===== config.mk =====
export PLATFORM = sky130hd
export DESIGN_NAME = usr_cmd_sequencer
export DESIGN_NICKNAME = d
export VERILOG_FILES = /design/src/rtl/usr_cmd_sequencer.sv
export SDC_FILE = /design/constraint.sdc
export NUM_CORES = 1
export LEC_CHECK = 0
export ABC_AREA = 0
export BUFFER_PORTS_ARGS = -buffer_cell sky130_fd_sc_hd__buf_2
export CAP_MARGIN = 10
export CORE_MARGIN = 2
export CORE_UTILIZATION = 45
export DETAILED_ROUTE_END_ITERATION = 8
export GPL_ROUTABILITY_DRIVEN = 1
export PLACE_DENSITY = 0.79
export SLEW_MARGIN = 30
export SYNTH_ARGS = -nofsm -noshare
export SYNTH_HDL_FRONTEND = slang
export SYNTH_SLANG_ARGS = --single-unit

===== constraint.sdc =====
create_clock -name clk -period 3 [get_ports clk]
set_input_delay 0.3 -clock clk [delete_from_list [all_inputs] [get_ports clk]]
set_output_delay 0.3 -clock clk [all_outputs]
set_load 0.005 [all_outputs]

===== src/rtl/usr_cmd_sequencer.sv =====
// Command sequencer driving a 16-bit universal shift register: load, shift right/left N, hold N.
// Define USR_SEQ_ROTATE_EN to feed q_in back as serial fill when a rotate is requested.
module usr_cmd_sequencer #(
    parameter int WIDTH = 16,
    parameter int CNT_W = 5
) (
    input  logic             clk,
    input  logic             rst,
    input  logic             cmd_valid,
    output logic             cmd_ready,
    input  logic [1:0]       cmd_op,
    input  logic [CNT_W-1:0] cmd_count,
    input  logic [WIDTH-1:0] cmd_data,
    input  logic             cmd_fill,
    input  logic             cmd_rot,
    input  logic [WIDTH-1:0] q_in,
    output logic [1:0]       mode,
    output logic [WIDTH-1:0] d,
    output logic             sin_left,
    output logic             sin_right,
    output logic             busy,
    output logic             done
);
    typedef enum logic [1:0] {IDLE, RUN, DONE} state_t;

    localparam logic [1:0] OP_SR   = 2'b01;
    localparam logic [1:0] OP_SL   = 2'b10;
    localparam logic [1:0] OP_LOAD = 2'b11;

    state_t           state, state_nx;
    logic [CNT_W-1:0] cnt, cnt_nx, eff_cnt;
    logic [1:0]       mode_nx;
    logic [WIDTH-1:0] d_nx;
    logic             sl_q, sl_nx, sr_q, sr_nx;
    logic             busy_nx, done_nx, ready_nx;
    logic             fill_eff;

    // rotate-only bits of the inputs are otherwise unobserved
    logic unused;
    assign unused = ^{q_in, cmd_rot};

`ifdef USR_SEQ_ROTATE_EN
    logic rot_q, rot_nx;
    // a rotating shift takes its fill live from q_in, so the registered fill stays 0
    assign fill_eff  = cmd_fill & ~cmd_rot;
    assign sin_left  = (rot_q && state == RUN && mode == OP_SR) ? q_in[0]       : sl_q;
    assign sin_right = (rot_q && state == RUN && mode == OP_SL) ? q_in[WIDTH-1] : sr_q;
`else
    assign fill_eff  = cmd_fill;
    assign sin_left  = sl_q;
    assign sin_right = sr_q;
`endif

    assign eff_cnt = (cmd_op == OP_LOAD) ? CNT_W'(1) : cmd_count;

    always_comb begin
        state_nx = state;
        cnt_nx   = cnt;
        mode_nx  = mode;
        d_nx     = d;
        sl_nx    = sl_q;
        sr_nx    = sr_q;
        busy_nx  = busy;
        done_nx  = done;
        ready_nx = cmd_ready;
`ifdef USR_SEQ_ROTATE_EN
        rot_nx   = rot_q;
`endif
        case (state)
            IDLE: begin
                if (cmd_valid && cmd_ready) begin
                    ready_nx = 1'b0;
                    busy_nx  = 1'b1;
                    cnt_nx   = eff_cnt;
`ifdef USR_SEQ_ROTATE_EN
                    rot_nx   = cmd_rot;
`endif
                    if (cmd_op == OP_LOAD)
                        d_nx = cmd_data;
                    if (eff_cnt == '0) begin
                        state_nx = DONE;
                        done_nx  = 1'b1;
                    end else begin
                        state_nx = RUN;
                        mode_nx  = cmd_op;
                        sl_nx    = (cmd_op == OP_SR) & fill_eff;
                        sr_nx    = (cmd_op == OP_SL) & fill_eff;
                    end
                end else begin
                    ready_nx = 1'b1;
                end
            end
            RUN: begin
                cnt_nx = cnt - CNT_W'(1);
                // last active cycle: the register samples mode once more on this edge
                if (cnt == CNT_W'(1)) begin
                    state_nx = DONE;
                    mode_nx  = 2'b00;
                    sl_nx    = 1'b0;
                    sr_nx    = 1'b0;
                    done_nx  = 1'b1;
                end
            end
            DONE: begin
                state_nx = IDLE;
                done_nx  = 1'b0;
                busy_nx  = 1'b0;
                ready_nx = 1'b1;
            end
            default: state_nx = IDLE;
        endcase
    end

    always_ff @(posedge clk) begin
        if (!rst) begin
            state     <= IDLE;
            cnt       <= '0;
            mode      <= 2'b00;
            d         <= '0;
            sl_q      <= 1'b0;
            sr_q      <= 1'b0;
            busy      <= 1'b0;
            done      <= 1'b0;
            cmd_ready <= 1'b0;
`ifdef USR_SEQ_ROTATE_EN
            rot_q     <= 1'b0;
`endif
        end else begin
            state     <= state_nx;
            cnt       <= cnt_nx;
            mode      <= mode_nx;
            d         <= d_nx;
            sl_q      <= sl_nx;
            sr_q      <= sr_nx;
            busy      <= busy_nx;
            done      <= done_nx;
            cmd_ready <= ready_nx;
`ifdef USR_SEQ_ROTATE_EN
            rot_q     <= rot_nx;
`endif
        end
    end
endmodule


==> tab_implementation.tex, run 1 <==
\begin{tabular}{lr}
\hline
Metric & Value \\
\hline
\multicolumn{2}{l}{\textbf{Worst setup path}} \\
CP max stage delay & 0.71 ns \\
Launching element type of the critical path & flip-flop \\
Arrival time at the worst endpoint & 2.27 ns \\
Cell with the largest stage delay on the worst path & and2b\_1 \\
Critical-path maximum fanout & 16 \\
Cells along the critical path & and4bb\_4 > and2b\_1 > mux2i\_1 > nor2\_1 \\
Crit end category & flip-flop \\
Critical Setup Path Class & reg -> reg \\
Critical path required time & 3.19 ns \\
\multicolumn{2}{l}{\textbf{Cells and area}} \\
Sequential cell area & 600.6 sq um \\
Final design area excluding fillers & 0.001648 sq mm \\
Layout cell share with drive strength beyond 1 & 35.64\% \\
Multi-input gate area & 680.7 sq um \\
Area added between synthesis and finish & 21.94\% \\
Antenna cell count & 0 \\
Fill cell instance count of the final layout & 251 \\
Final layout net count & 233 \\
\multicolumn{2}{l}{\textbf{Timing}} \\
Highest Clock Rate & 480.7 MHz \\
Number of hold violations in the final report & 0 \\
TNS Setup & 0 ns \\
Clock skew after layout & 0.003936 ns \\
RSZ-0062 raised after global routing & no \\
Final critical-path required period & 2.080 ns \\
Final Max Slew Viols & 0 \\
Relative max-transition margin & 42.20\% \\
Measured slew at the worst slew-check pin & 0.8670 ns \\
Number of setup violations in the final report & 0 \\
Part of the cycle the worst path needs & 69.34\% \\
\multicolumn{2}{l}{\textbf{Routing}} \\
Detailed Routing Iterations Pass 1 & 6 \\
Met3 routed wirelength & 239 microns \\
Highest routed metal layer & met4 \\
Length of routed met2 wiring & 1459 microns \\
Via count & 1192 \\
Detailed-route wire length on metal 1 & 1174 microns \\
Drt first-iter violations & 33 \\
Total length of routed wires & 2906 microns \\
Detail-routed via count per cell & 5.443 \\
Number of design rule violations left after detail routing & 5 \\
Per-cell routed wire length & 13.27 microns \\
Antenna Nets Post-Route & 0 \\
\multicolumn{2}{l}{\textbf{Power}} \\
Overall power consumption & 0.8370 mW \\
Worst VDD drop & 0.0003044 V \\
Power per Cell Area & 507.9 mW/mm\^{}2 \\
Leakage power figure & 0.7348 nW \\
\multicolumn{2}{l}{\textbf{Placed design}} \\
Final RePlAce weighted congestion & 0.8536 \\
Total half-perimeter wirelength after legalization and detailed placement & 2194 microns \\
Port-buffer cells & 49 \\
Dpl cell area & 0.001584 sq mm \\
\multicolumn{2}{l}{\textbf{Synth}} \\
Combined area of all synthesized cells & 0.001351 sq mm \\
Number of register bits inferred by synthesis & 30 \\
Syn\_nets & 184 \\
Area fraction of the dominant cell type after synthesis & 44.44\% \\
Distinct cell type count after synthesis & 39 \\
Largest area contributor in the synthesized netlist & dfxtp\_1 \\
Top FF cell, synth & dfxtp\_1 \\
Most frequent cell after synthesis & dfxtp\_1 \\
Share of synthesized area occupied by flip-flops and latches & 44.44\% \\
EDFF count, synth & 0 \\
Instance count of the mapped netlist & 138 \\
Syn Area/Cell & 9.792 sq um \\
Async set-or-reset flop fraction in the synthesized netlist & 0\% \\
Synth cell count leaders & dfxtp\_1 (30), nor2\_1 (22), mux2i\_1 (20), a21oi\_1 (9), nand2\_1 (8) \\
Cell types occupying the most area after synthesis & dfxtp\_1 (44\%), mux2i\_1 (15\%), nor2\_1 (6.1\%) \\
Number of warnings reported in the yosys synthesis log & 0 \\
\multicolumn{2}{l}{\textbf{Floorplan}} \\
Placeable Area & 0.002805 sq mm \\
X dimension of the die & 58.80 microns \\
Die area & 0.003457 sq mm \\
Number of placement rows & 19 \\
Top-level port count & 67 \\
Effective utilization at floorplan & 48.17\% \\
Die Y-Extent & 58.80 microns \\
\multicolumn{2}{l}{\textbf{Clock tree}} \\
Setup bufs post-CTS & 0 \\
Clock latency on the worst-skew pair & 0.33 ns \\
Total number of H-tree levels & 2 \\
Sinks on Clock Net & 30 \\
TritonCTS clock tree & built \\
TritonCTS Buffers & 5 \\
Hold-fix buffer count after cts & 0 \\
Root Buffer & clkbuf\_4 \\
Post-CTS clock slew at the launch and capture registers of the worst setup and hold paths & 0.09 ns \\
Buffers from clock root to sink, at most & 2 \\
Number of gates resized after cts & 0 \\
\multicolumn{2}{l}{\textbf{Outcome}} \\
Failing checks & design-rule violations \\
Run status & finished, violations left \\
\multicolumn{2}{l}{\textbf{GRT}} \\
Global-route congestion overflow total & 0 \\
First-pass GRT wire length & 4519 microns \\
Antenna violations before repair & 0 \\
Maximum number of pins on one net before global-route repair & 24 \\
Number of global-route vias before repair & 1125 \\
Total GRT Usage & 17.50\% \\
\multicolumn{2}{l}{\textbf{Worst hold path}} \\
Min-Delay Path Class & in -> reg \\
\multicolumn{2}{l}{\textbf{Run}} \\
Number of violations of the max-capacitance limit & 0 \\
\hline
\end{tabular}
==> layout make-up <==
class,instances,area share (%)
clock buffers,6,3.113
flip-flops and latches,30,36.45
inverters,5,1.139
clock inverters,2,0.7593
repair buffers,49,14.88
multi-input cells,96,41.31
well taps,31,2.354
==> power breakdown <==
group          switching (mW)  internal, mW  total [mW]  leakage, nW
clock                   0.138         0.112       0.250       0.0343
combinational          0.0759        0.0716       0.148        0.457
sequential             0.0203         0.419       0.439        0.244
total                   0.234         0.603       0.837        0.735
==> worst max-delay path, delay by kind of cell, from the launching register on <==
kind / cells / cell delay [ns]
DFF: 1 / 0.43
muxes: 1 / 0.28
and+or+nand+nor: 3 / 1.22
==> worst paths after layout <==
check | from | endpoint | slack [ns] | cells after the start
max | state[0] | d[2] | 0.92 | 4
min | cmd_data[13] | d[13] | 0.20 | 3
max reg2reg | state[0] | d[2] | 0.92 | 4
min reg2reg | mode[0] | mode[0] | 0.47 | 2
==> placed cells by master, fill, tap and decap left out <==
cell | synthesis | layout
a31oi_1 | 2 | 2
nand2_1 | 8 | 8
clkbuf_4 | 0 | 5
mux2i_1 | 20 | 20
nand3b_1 | 2 | 2
and4bb_2 | 1 | 1
o211ai_1 | 1 | 1
o311a_1 | 1 | 1
a2bb2oi_1 | 1 | 1
or2b_1 | 1 | 1
and2b_2 | 1 | 1
or2_2 | 1 | 1
and4bb_4 | 1 | 1
a221oi_1 | 1 | 1
nor3_1 | 3 | 3
o311ai_0 | 1 | 1
clkinv_2 | 0 | 1
and2_1 | 1 | 1
nor4_2 | 1 | 1
a211oi_1 | 1 | 1
ha_1 | 2 | 2
and2b_1 | 1 | 1
buf_2 | 1 | 49
o31ai_1 | 1 | 1
o2111a_1 | 1 | 1
a31o_2 | 1 | 1
and3_1 | 1 | 1
or3b_2 | 1 | 1
nand3_1 | 3 | 3
o21ai_0 | 2 | 2
o311ai_2 | 1 | 1
clkinvlp_4 | 0 | 1
nor2_1 | 22 | 22
inv_1 | 5 | 5
clkbuf_8 | 0 | 1
o41ai_4 | 1 | 1
dfxtp_1 | 30 | 30
nand2b_2 | 1 | 1
nor2b_1 | 1 | 1
a21oi_1 | 9 | 9
==> flip-flops by register name, summed over array words and instances, names as in the netlist <==
register   flops
busy           1
cmd_ready      1
cnt            5
d             16
done           1
mode           2
sin_left       1
sin_right      1
state          2
==> through the flow <==
step | hold slack [ns] | instances | utilization [%] | setup slack (ns)
global placement | 0.4439 | 211 | 56.47 | 1.031
CTS | 0.1988 | 219 | 58.74 | 0.9081
floorplan | 0.4472 | 138 | - | 1.526
global route | 0.1958 | 219 | 58.74 | 0.8293
detailed placement | 0.4598 | 211 | 56.47 | 0.9177
finish | 0.2044 | 219 | 58.74 | 0.9199
==> routing by layer <==
metal | vias up | track usage, %
li1 | 583 | -
met1 | 562 | 17.21
met2 | 41 | 32.22
met3 | 6 | 6.813
met4 | 0 | 7.468
met5 | - | 0
==> logic make-up after synthesis <==
family          share of synthesized area, %
simple gates                           19.63
flops                                  44.44
compound gates                         14.08
mux                                    14.81
buf+inv                                5.185
fa+ha+maj                              1.852
No activity file was read; power rests on OpenSTA's default activity.
==> run 2, diff against run 1 <==
Settings changed: CORE_UTILIZATION 45 to 40, PLACE_DENSITY 0.79 to 0.74.
Clock period 3 ns to 1.9 ns, I/O delays scaled along.
==> tab_implementation.tex, run 2 (same netlist as run 1, synthesis figures left out) <==
\begin{tabular}{lr}
\hline
Metric & Value \\
\hline
\multicolumn{2}{l}{\textbf{Outcome}} \\
Run status & finished clean (was finished, violations left) \\
\multicolumn{2}{l}{\textbf{Floorplan}} \\
Effective utilization at floorplan & 41.14\% (was 48.17\%) \\
X dimension of the die & 62.12 microns (was 58.80 microns) \\
Die area & 0.003859 sq mm (was 0.003457 sq mm) \\
Die Y-Extent & 62.12 microns (was 58.80 microns) \\
Number of placement rows & 21 (was 19) \\
Top-level port count & 67 (unchanged) \\
Placeable Area & 0.003284 sq mm (was 0.002805 sq mm) \\
\multicolumn{2}{l}{\textbf{Clock tree}} \\
Number of gates resized after cts & 0 (unchanged) \\
Post-CTS clock slew at the launch and capture registers of the worst setup and hold paths & 0.10 ns (was 0.09 ns) \\
Sinks on Clock Net & 30 (unchanged) \\
TritonCTS clock tree & built (unchanged) \\
Hold-fix buffer count after cts & 0 (unchanged) \\
Buffers from clock root to sink, at most & 2 (unchanged) \\
Root Buffer & clkbuf\_4 (unchanged) \\
Total number of H-tree levels & 2 (unchanged) \\
TritonCTS Buffers & 5 (unchanged) \\
Clock latency on the worst-skew pair & 0.33 ns (about the same) \\
Setup bufs post-CTS & 0 (unchanged) \\
\multicolumn{2}{l}{\textbf{Timing}} \\
RSZ-0062 raised after global routing & no (unchanged) \\
Highest Clock Rate & 611.8 MHz (was 480.7 MHz) \\
Final Max Slew Viols & 0 (unchanged) \\
TNS Setup & 0 ns (unchanged) \\
Clock skew after layout & 0.006707 ns (was 0.003936 ns) \\
Relative max-transition margin & 62.37\% (was 42.20\%) \\
Final critical-path required period & 1.634 ns (was 2.080 ns) \\
Number of setup violations in the final report & 0 (unchanged) \\
Number of hold violations in the final report & 0 (unchanged) \\
Measured slew at the worst slew-check pin & 0.5635 ns (was 0.8670 ns) \\
Part of the cycle the worst path needs & 86.02\% (was 69.34\%) \\
\multicolumn{2}{l}{\textbf{Power}} \\
Worst VDD drop & 0.0004536 V (was 0.0003044 V) \\
Sequential power share & 51.6\% (was 52.5\%) \\
P\_sw & 0.3795 mW (was 0.2338 mW) \\
Clock group share of total power & 30.3\% (was 29.9\%) \\
Fraction of power spent switching nets & 28.38\% (was 27.94\%) \\
Power per Cell Area & 785.9 mW/mm\^{}2 (was 507.9 mW/mm\^{}2) \\
Internal & 0.9579 mW (was 0.6032 mW) \\
Share of total power in combinational logic & 18.1\% (was 17.6\%) \\
Leakage power figure & 0.7531 nW (was 0.7348 nW) \\
\multicolumn{2}{l}{\textbf{Placed design}} \\
Final RePlAce weighted congestion & 0.8060 (was 0.8536) \\
Port-buffer cells & 49 (unchanged) \\
Total half-perimeter wirelength after legalization and detailed placement & 2055 microns (was 2194 microns) \\
Dpl cell area & 0.001638 sq mm (was 0.001584 sq mm) \\
\multicolumn{2}{l}{\textbf{Cells and area}} \\
Final design area excluding fillers & 0.001702 sq mm (was 0.001648 sq mm) \\
Layout cell share with drive strength beyond 1 & 36.65\% (was 35.64\%) \\
Most flops, register & d (unchanged) \\
Largest registers in the final layout & d: 16 flops, cnt: 5 flops (unchanged) \\
Antenna cell count & 0 (unchanged) \\
Most common cell after layout, fill and taps aside & buf\_2 (unchanged) \\
Most frequent cells in the layout & buf\_2 (49), dfxtp\_1 (30), nor2\_1 (22) (unchanged) \\
Area added between synthesis and finish & 25.93\% (was 21.94\%) \\
Number of flip-flops under the largest register name & 16 (unchanged) \\
Final layout net count & 236 (was 233) \\
\multicolumn{2}{l}{\textbf{Routing}} \\
Via count & 1146 (was 1192) \\
Total length of routed wires & 2790 microns (was 2906 microns) \\
Per-cell routed wire length & 11.77 microns (was 13.27 microns) \\
Drt first-iter violations & 30 (was 33) \\
Detail-routed via count per cell & 4.835 (was 5.443) \\
Number of design rule violations left after detail routing & 0 (was 5) \\
Antenna Nets Post-Route & 0 (unchanged) \\
Detailed Routing Iterations Pass 1 & 4 (was 6) \\
\multicolumn{2}{l}{\textbf{Worst setup path}} \\
Critical Setup Path Class & reg -> reg (unchanged) \\
Critical-path maximum fanout & 3 (was 16) \\
Cells along the critical path & inv\_1 > ha\_1 > or3b\_2 > nor3\_1 > a211oi\_1 > o31ai\_1 (was and4bb\_4 > and2b\_1 > mux2i\_1 > nor2\_1) \\
CP max stage delay & 0.47 ns (was 0.71 ns) \\
Launching element type of the critical path & flip-flop (unchanged) \\
Critical path required time & 2.16 ns (was 3.19 ns) \\
Arrival time at the worst endpoint & 1.89 ns (was 2.27 ns) \\
Cell with the largest stage delay on the worst path & or3b\_2 (was and2b\_1) \\
Crit end category & flip-flop (unchanged) \\
\multicolumn{2}{l}{\textbf{GRT}} \\
Global-route congestion overflow total & 0 (unchanged) \\
First-pass GRT wire length & 4692 microns (was 4519 microns) \\
Maximum number of pins on one net before global-route repair & 17 (was 24) \\
Number of global-route vias before repair & 1034 (was 1125) \\
Total GRT Usage & 15.11\% (was 17.50\%) \\
Antenna violations before repair & 0 (unchanged) \\
\multicolumn{2}{l}{\textbf{Run}} \\
Number of violations of the max-capacitance limit & 0 (unchanged) \\
\multicolumn{2}{l}{\textbf{Worst hold path}} \\
Min-Delay Path Class & in -> reg (unchanged) \\
\hline
\end{tabular}
-- run 2: changes by cell type in the layout (fill, tap and decap cells not counted) --
| cell | previous run | this run |
|---|---|---|
| buf_12 | 0 | 1 |
| buf_4 | 0 | 2 |
-- run 2: final timing paths --
| kind | from | to | slack [ns] | cells past startpoint |
|---|---|---|---|---|
| setup reg to reg | cnt[0] | cnt[4] | 0.27 | 6 |
| hold / removal | cmd_data[6] | d[6] | 0.08 | 3 |
| setup / recovery | cnt[0] | cnt[4] | 0.27 | 6 |
| hold reg to reg | mode[1] | mode[1] | 0.46 | 2 |
-- run 2: worst max-delay path, delay by kind of cell (launching register included) --
family	cells	cell delay (ns)
flops	1	0.34
compound gates	2	0.30
simple gates	2	0.61
fa+ha+maj	1	0.20
buf+inv	1	0.11
-- run 2: layer usage --
metal	GRT usage (%)	wire length (microns)	part of all wire, %
met5	0	0	0
met2	24.32	1324	47
met3	4.348	157	5.6
met4	6.667	57	2.0
met1	18.84	1250	45
-- run 2: layout make-up --
cell class	count	area (sq um)
fill	307	1583
sequential	30	600.6
clock buffer	6	51.30
timing repair buffer	52	280.3
clock inverter	2	12.51
multi-input combinational	96	680.7
inverter	5	18.77
tap	46	57.56
-- run 2: power groups by stage --
stage          sequential, mW  combinational [mW]  clock, mW
2_1_floorplan           0.701               0.163          0
3_3_place_gp            0.702               0.238          0
3_5_place_dp            0.703               0.242          0
4_1_cts                 0.690               0.244      0.415
5_1_grt                 0.696               0.268      0.441
6_report                0.690               0.242      0.406
-- run 2: metrics by stage --
step | hold slack [ns] | instances | utilization (%) | setup WS [ns] | power [mW]
floorplan | 0.3372 | 138 | - | 0.4257 | 0.8644
global placement | 0.4273 | 229 | 49.87 | 0.3343 | 0.9400
detailed placement | 0.4372 | 229 | 49.87 | 0.2686 | 0.9451
CTS | 0.08663 | 237 | 51.81 | 0.2717 | 1.349
global route | 0.09785 | 237 | 51.81 | 0.1735 | 1.405
finish | 0.08367 | 237 | 51.81 | 0.2656 | 1.337
